[src/rtl/tstamp_tx_sequencer.sv]
// Frames a timestamp snapshot as header + 4 bytes (+ optional XOR checksum) and
// sequences it onto a UART Tx via start/done handshake. Optional: TSEQ_CHECKSUM_EN.
module tstamp_tx_sequencer #(
    parameter logic [7:0] HEADER_BYTE = 8'hA5,
    parameter int         TS_W        = 26,
    parameter int         TIMEOUT_CYC = 1000000
) (
    input  logic            clk,
    input  logic            rst_n,
    input  logic            report_req,
    input  logic            force_send,
    input  logic [TS_W-1:0] tstamp,
    input  logic            tx_busy,
    input  logic            tx_done,
    output logic            tx_start,
    output logic [7:0]      tx_data,
    output logic            frame_active,
    output logic            frame_done,
    output logic            timeout_err,
    input  logic            err_clr,
    output logic [7:0]      drop_cnt,
    output logic [2:0]      state_dbg
);

    localparam int WD_W = (TIMEOUT_CYC > 1) ? $clog2(TIMEOUT_CYC) : 1;
    localparam logic [WD_W-1:0] WD_MAX = WD_W'(TIMEOUT_CYC - 1);

`ifdef TSEQ_CHECKSUM_EN
    localparam logic [2:0] LAST_IDX = 3'd5;
`else
    localparam logic [2:0] LAST_IDX = 3'd4;
`endif

    typedef enum logic [2:0] {
        IDLE = 3'd0,
        LOAD = 3'd1,
        SEND = 3'd2,
        WAIT = 3'd3,
        DONE = 3'd4
    } state_t;

    state_t          state;
    logic            rr_s1, rr_s2, rr_s3;
    logic            req_evt;
    logic            pending;
    logic [2:0]      idx;
    logic [31:0]     snap;
    logic [WD_W-1:0] wd;
    logic [7:0]      cur_byte;

    assign state_dbg = state;

    // report_req comes from the ticker domain: two sync stages, then a third
    // stage purely for rising-edge detection.
    always_ff @(posedge clk or negedge rst_n) begin
        if (!rst_n) begin
            rr_s1 <= 1'b0;
            rr_s2 <= 1'b0;
            rr_s3 <= 1'b0;
        end else begin
            rr_s1 <= report_req;
            rr_s2 <= rr_s1;
            rr_s3 <= rr_s2;
        end
    end

    assign req_evt = (rr_s2 & ~rr_s3) | force_send;

`ifdef TSEQ_CHECKSUM_EN
    logic [7:0] csum;

    always_ff @(posedge clk or negedge rst_n) begin
        if (!rst_n) begin
            csum <= 8'h00;
        end else if (state == LOAD) begin
            csum <= 8'h00;
        end else if (state == SEND && !tx_busy) begin
            csum <= csum ^ cur_byte;
        end
    end
`endif

    // Frame bytes, MSB first; the snapshot is zero-padded so b1 carries the top bits.
    always_comb begin
        cur_byte = HEADER_BYTE;
        case (idx)
            3'd0:    cur_byte = HEADER_BYTE;
            3'd1:    cur_byte = snap[31:24];
            3'd2:    cur_byte = snap[23:16];
            3'd3:    cur_byte = snap[15:8];
            3'd4:    cur_byte = snap[7:0];
`ifdef TSEQ_CHECKSUM_EN
            3'd5:    cur_byte = csum;
`endif
            default: cur_byte = HEADER_BYTE;
        endcase
    end

    // Tx handshake: tx_start is a one-cycle pulse with tx_data valid; tx_data
    // stays put until the Tx answers with a one-cycle tx_done (or the watchdog
    // aborts). tx_done outside WAIT is ignored.
    always_ff @(posedge clk or negedge rst_n) begin
        if (!rst_n) begin
            state        <= IDLE;
            tx_start     <= 1'b0;
            tx_data      <= 8'h00;
            frame_active <= 1'b0;
            frame_done   <= 1'b0;
            timeout_err  <= 1'b0;
            drop_cnt     <= 8'h00;
            pending      <= 1'b0;
            idx          <= 3'd0;
            snap         <= 32'h0;
            wd           <= '0;
        end else begin
            tx_start   <= 1'b0;
            frame_done <= 1'b0;

            // A later timeout assignment in this block overrides the clear.
            if (err_clr) begin
                timeout_err <= 1'b0;
            end

            if (state != IDLE && req_evt) begin
                if (!pending) begin
                    pending <= 1'b1;
                end else if (drop_cnt != 8'hFF) begin
                    drop_cnt <= drop_cnt + 8'd1;
                end
            end

            case (state)
                IDLE: begin
                    if (req_evt || pending) begin
                        state        <= LOAD;
                        frame_active <= 1'b1;
                        // Serving a queued request while a new one arrives
                        // keeps the new one queued.
                        pending      <= pending & req_evt;
                    end
                end
                LOAD: begin
                    snap  <= 32'(tstamp);
                    idx   <= 3'd0;
                    state <= SEND;
                end
                SEND: begin
                    if (!tx_busy) begin
                        tx_start <= 1'b1;
                        tx_data  <= cur_byte;
                        wd       <= '0;
                        state    <= WAIT;
                    end
                end
                WAIT: begin
                    if (tx_done) begin
                        if (idx == LAST_IDX) begin
                            state <= DONE;
                        end else begin
                            idx   <= idx + 3'd1;
                            state <= SEND;
                        end
                    end else if (wd == WD_MAX) begin
                        timeout_err  <= 1'b1;
                        tx_data      <= 8'h00;
                        frame_active <= 1'b0;
                        state        <= IDLE;
                    end else begin
                        wd <= wd + 1'b1;
                    end
                end
                DONE: begin
                    frame_done   <= 1'b1;
                    frame_active <= 1'b0;
                    state        <= IDLE;
                end
                default: begin
                    frame_active <= 1'b0;
                    state        <= IDLE;
                end
            endcase
        end
    end

endmodule

[config.mk]
export PLATFORM = sky130hd
export DESIGN_NAME = tstamp_tx_sequencer
export DESIGN_NICKNAME = d
export VERILOG_FILES = /design/src/rtl/tstamp_tx_sequencer.sv
export SDC_FILE = /design/constraint.sdc
export NUM_CORES = 1
export LEC_CHECK = 0
export BUFFER_PORTS_ARGS = -buffer_cell sky130_fd_sc_hd__buf_2
export CAP_MARGIN = 20
export CORE_MARGIN = 2
export CORE_UTILIZATION = 35
export DETAILED_ROUTE_END_ITERATION = 8
export PLACE_DENSITY = 0.63
export SLEW_MARGIN = 20
export SYNTH_ARGS = -nofsm -noshare
export SYNTH_HDL_FRONTEND = slang
export SYNTH_SLANG_ARGS = --single-unit
export TNS_END_PERCENT = 30
[constraint.sdc]
create_clock -name clk -period 5 [get_ports clk]
set_input_delay 0.25 -clock clk [delete_from_list [all_inputs] [get_ports clk]]
set_output_delay 0.25 -clock clk [all_outputs]
set_load 0.05 [all_outputs]
==> results.py <==
metrics = {
    "worst_setup_path": {
        "worst-r2r-cell-count": 6,
        "critPathRequiredTime_ps": 5210,
        "worst-setup-path-type": "reg2reg",
        "crit_path_end_kind": "flop",
        "start_kind": "flop",
        "cp.arrival_ps": 2680,
        "worst-path-max-fanout": 15,
    },
    "logic_synthesis": {
        "synthSimpleGateAreaFrac_pct": 23.35,
        "synth_flop_cell": "dfrtp_1",
        "async_flop_share_pct": 100.0,
        "synth-seq-cells": 76,
        "yosysTopAreaCellShare_pct": 52.50,
        "synth.area.mux_share_pct": 3.351,
        "synth_cells": 386,
        "ys_warn_count": 0,
        "synth_largest_area_cell": "dfrtp_1",
        "yosysSeqAreaShare_pct": 52.50,
        "synth.cell_area_um2": 3622,
        "synth_xor_xnor_area_share_pct": 1.934,
        "synth_top_family_by_area": "simple AND/OR/NAND/NOR gates",
        "syn_area_per_cell_um2": 9.384,
        "synth-edff-count": 0,
        "synth-compound-area-share_pct": 13.37,
        "synth_fa_ha_area_share_pct": 2.418,
        "synth_cell_types": 51,
        "syn_nets": 426,
        "synth_area_leaders": "dfrtp_1 (53%), nand2_1 (11%), o21ai_0 (4.0%)",
    },
    "sta": {
        "max_slew_margin_pct": 35.75,
        "max_freq_mhz": 405.8,
        "finalMaxSlewViolations": 0,
        "worst_pin_slew_ps": 963.7,
        "clock_skew_ps": 16.09,
        "period_minus_slack_ps": 2464,
        "finalSetupViolCount": 0,
        "hold_viol": 0,
        "rsz0062_at_grt": "no",
        "finalCritPeriodShare_pct": 49.28,
        "setup-tns-final_ps": 0,
    },
    "drt": {
        "drtIter0Drc": 205,
        "drtPass1Iterations": 5,
        "viasPerCell": 5.159,
        "wl_met1_um": 3929,
        "drc": 0,
        "top_layer_used": "met4",
        "dr_total_vias": 2992,
        "wl_met3_um": 516,
        "wl_met2_um": 3672,
        "postRouteAntennaNets": 0,
        "wl_per_cell_um": 14.07,
        "wl_um": 8159,
    },
    "power_and_ir_drop": {
        "power_mw": 2.575,
        "p_seq_share_pct": 38.7,
        "clockPowerShare_pct": 21.0,
        "pwr-share-comb_pct": 40.4,
        "power_leakage_nw": 1.933,
        "power_density_nw_per_um2": 605.1,
        "peakVddDrop_uv": 323.3,
        "p_int_mw": 1.447,
        "sw_frac_of_total_pct": 43.80,
        "power.switching_mw": 1.128,
    },
    "clock_tree": {
        "cts_setup_buffers": 0,
        "root_buffer": "clkbuf_8",
        "cts_buffers": 9,
        "cts_tree": "yes",
        "clockBufferDepth": 2,
        "clk_latency_ps": 350,
        "cts.clk_slew.worst_paths_ps": 90,
        "cts_max_level": 3,
        "ctsResizeCount": 0,
        "clock-sinks": 76,
    },
    "outcome": {
        "status": "completed",
    },
    "global_route": {
        "grt_overflow": 0,
        "grt_pass1_vias": 2961,
        "antenna_found_initial": 0,
        "grt_pass1_wl_um": 14400,
        "track_usage_pct": 15.85,
        "grt_max_degree": 77,
    },
    "floorplan": {
        "io_pins": 56,
        "die-area_um2": 11180,
        "core-area_um2": 10180,
        "die_h_um": 105.7,
        "start_util_pct": 35.57,
        "die_width_um": 105.7,
        "num_rows": 37,
    },
    "layout": {
        "area_growth_pct": 17.48,
        "drive_above_1_share_pct": 20.27,
        "diodes": 0,
        "nets": 479,
        "stdcell_count": 580,
        "layout_commonest_cell": "nand2_1",
        "fillers": 1053,
        "final_cell_mix": "nand2_1 (102), dfrtp_1 (76), buf_2 (54), o21ai_0 (29), nor2_1 (19)",
    },
    "placement": {
        "dpl.hpwl_um": 5580,
        "port_buffers": 55,
        "gp_congestion": 0.8166,
        "dp.cells": 563,
    },
    "flow_run": {
        "max_cap_violations": 0,
    },
    "hold_path": {
        "min_path_type": "in2async",
    },
}
-- critical path, cell delays in order (launching register included) --
cell and delay, ps:
dfrtp_1 390, ha_1 240, nand2_1 160, or4_1 700, o21ai_2 550, or4_1 210
o211ai_1 90
-- per-stage QoR --
step                hold WS (ps)  worst slack, ps  util [%]  cell area [µm²]
floorplan                 -45.59             3017         -             3622
global placement           336.0             2649     39.40             4013
detailed placement         336.5             2520     39.40             4013
CTS                        58.59             2534     41.78             4255
global route               67.04             2335     41.78             4255
finish                     28.65             2536     41.78             4255
-- power by group through the flow --
stage	Sequential, mW	Clock (mW)	Combinational, mW
final	0.996	0.540	1.04
after global routing	1.03	0.583	1.16
after CTS	0.996	0.556	1.05
after detailed placement	1.01	0	1.04
after global placement	0.997	0	1.02
after floorplan	1.20	0	0.575
-- path summary, 6_finish.rpt --
| path | start | end | slack (ps) |
|---|---|---|---|
| min in group clk | err_clr | timeout_err | 70 |
| min reg2reg | rr_s1 | rr_s2 | 360 |
| min | rst_n | wd[16] | 30 |
| max in group asynchronous | rst_n | idx[2] | 4320 |
| max | wd[0] | wd[19] | 2540 |
| max reg2reg | wd[0] | wd[19] | 2540 |
-- flip-flops by register name (all words and copies together) (netlist names) --
name,count
rr_s3,1
frame_done,1
drop_cnt,8
rr_s2,1
snap,26
idx,3
tx_data,8
rr_s1,1
frame_active,1
tx_start,1
pending,1
state_dbg,3
timeout_err,1
wd,20
-- cell families (layout without fill, tap and decap cells) --
group / count (synthesis) / in the layout
XOR/XNOR: 8 / 8
multiplexers: 11 / 11
buffers and inverters: 26 / 84
adder cells (fa/ha/maj): 7 / 7
AO/OA/AOI/OAI: 76 / 76
AND/OR/NAND/NOR: 182 / 182
flip-flops: 76 / 76
-- cells in the mapped netlist, types with 3 or more instances --
| cell | number |
|---|---|
| or3_1 | 6 |
| nand3_1 | 11 |
| clkbuf_1 | 11 |
| nor4_1 | 3 |
| xnor2_1 | 6 |
| dfrtp_1 | 76 |
| o31ai_1 | 5 |
| o21ai_0 | 29 |
| a222oi_1 | 6 |
| o21ai_1 | 3 |
| nor2_1 | 19 |
| nand2_1 | 102 |
| and3_1 | 4 |
| mux2_2 | 9 |
| a21oi_1 | 15 |
| o211ai_1 | 3 |
| ha_1 | 7 |
| nor3_1 | 8 |
| nand4_1 | 9 |
| or4_1 | 3 |
| nor2b_1 | 4 |
| inv_1 | 11 |
-- per-layer routing --
layer  track usage, %  up-vias
met4            2.914        0
li1                 -     1456
met1            22.13     1437
met3            5.009        6
met2            24.47       93
met5                0        -
-- what timing repair did --
action	4_1_cts	5_1_grt
hold buffers	1	0
setup endpoints to repair	0	0
endpoints found under the hold margin	1	0
-- area by class of cell --
cell class	instances	area, µm²	share of cell area, %
clock buffers	10	137.6	3.234
flip-flops and latches	76	1902	44.69
clock inverters	6	95.09	2.235
inverters	11	41.29	0.9703
repair buffers	57	295.3	6.939
well taps	136	170.2	3.999
multi-input cells	284	1614	37.93
(Power assumes the default switching activity.)
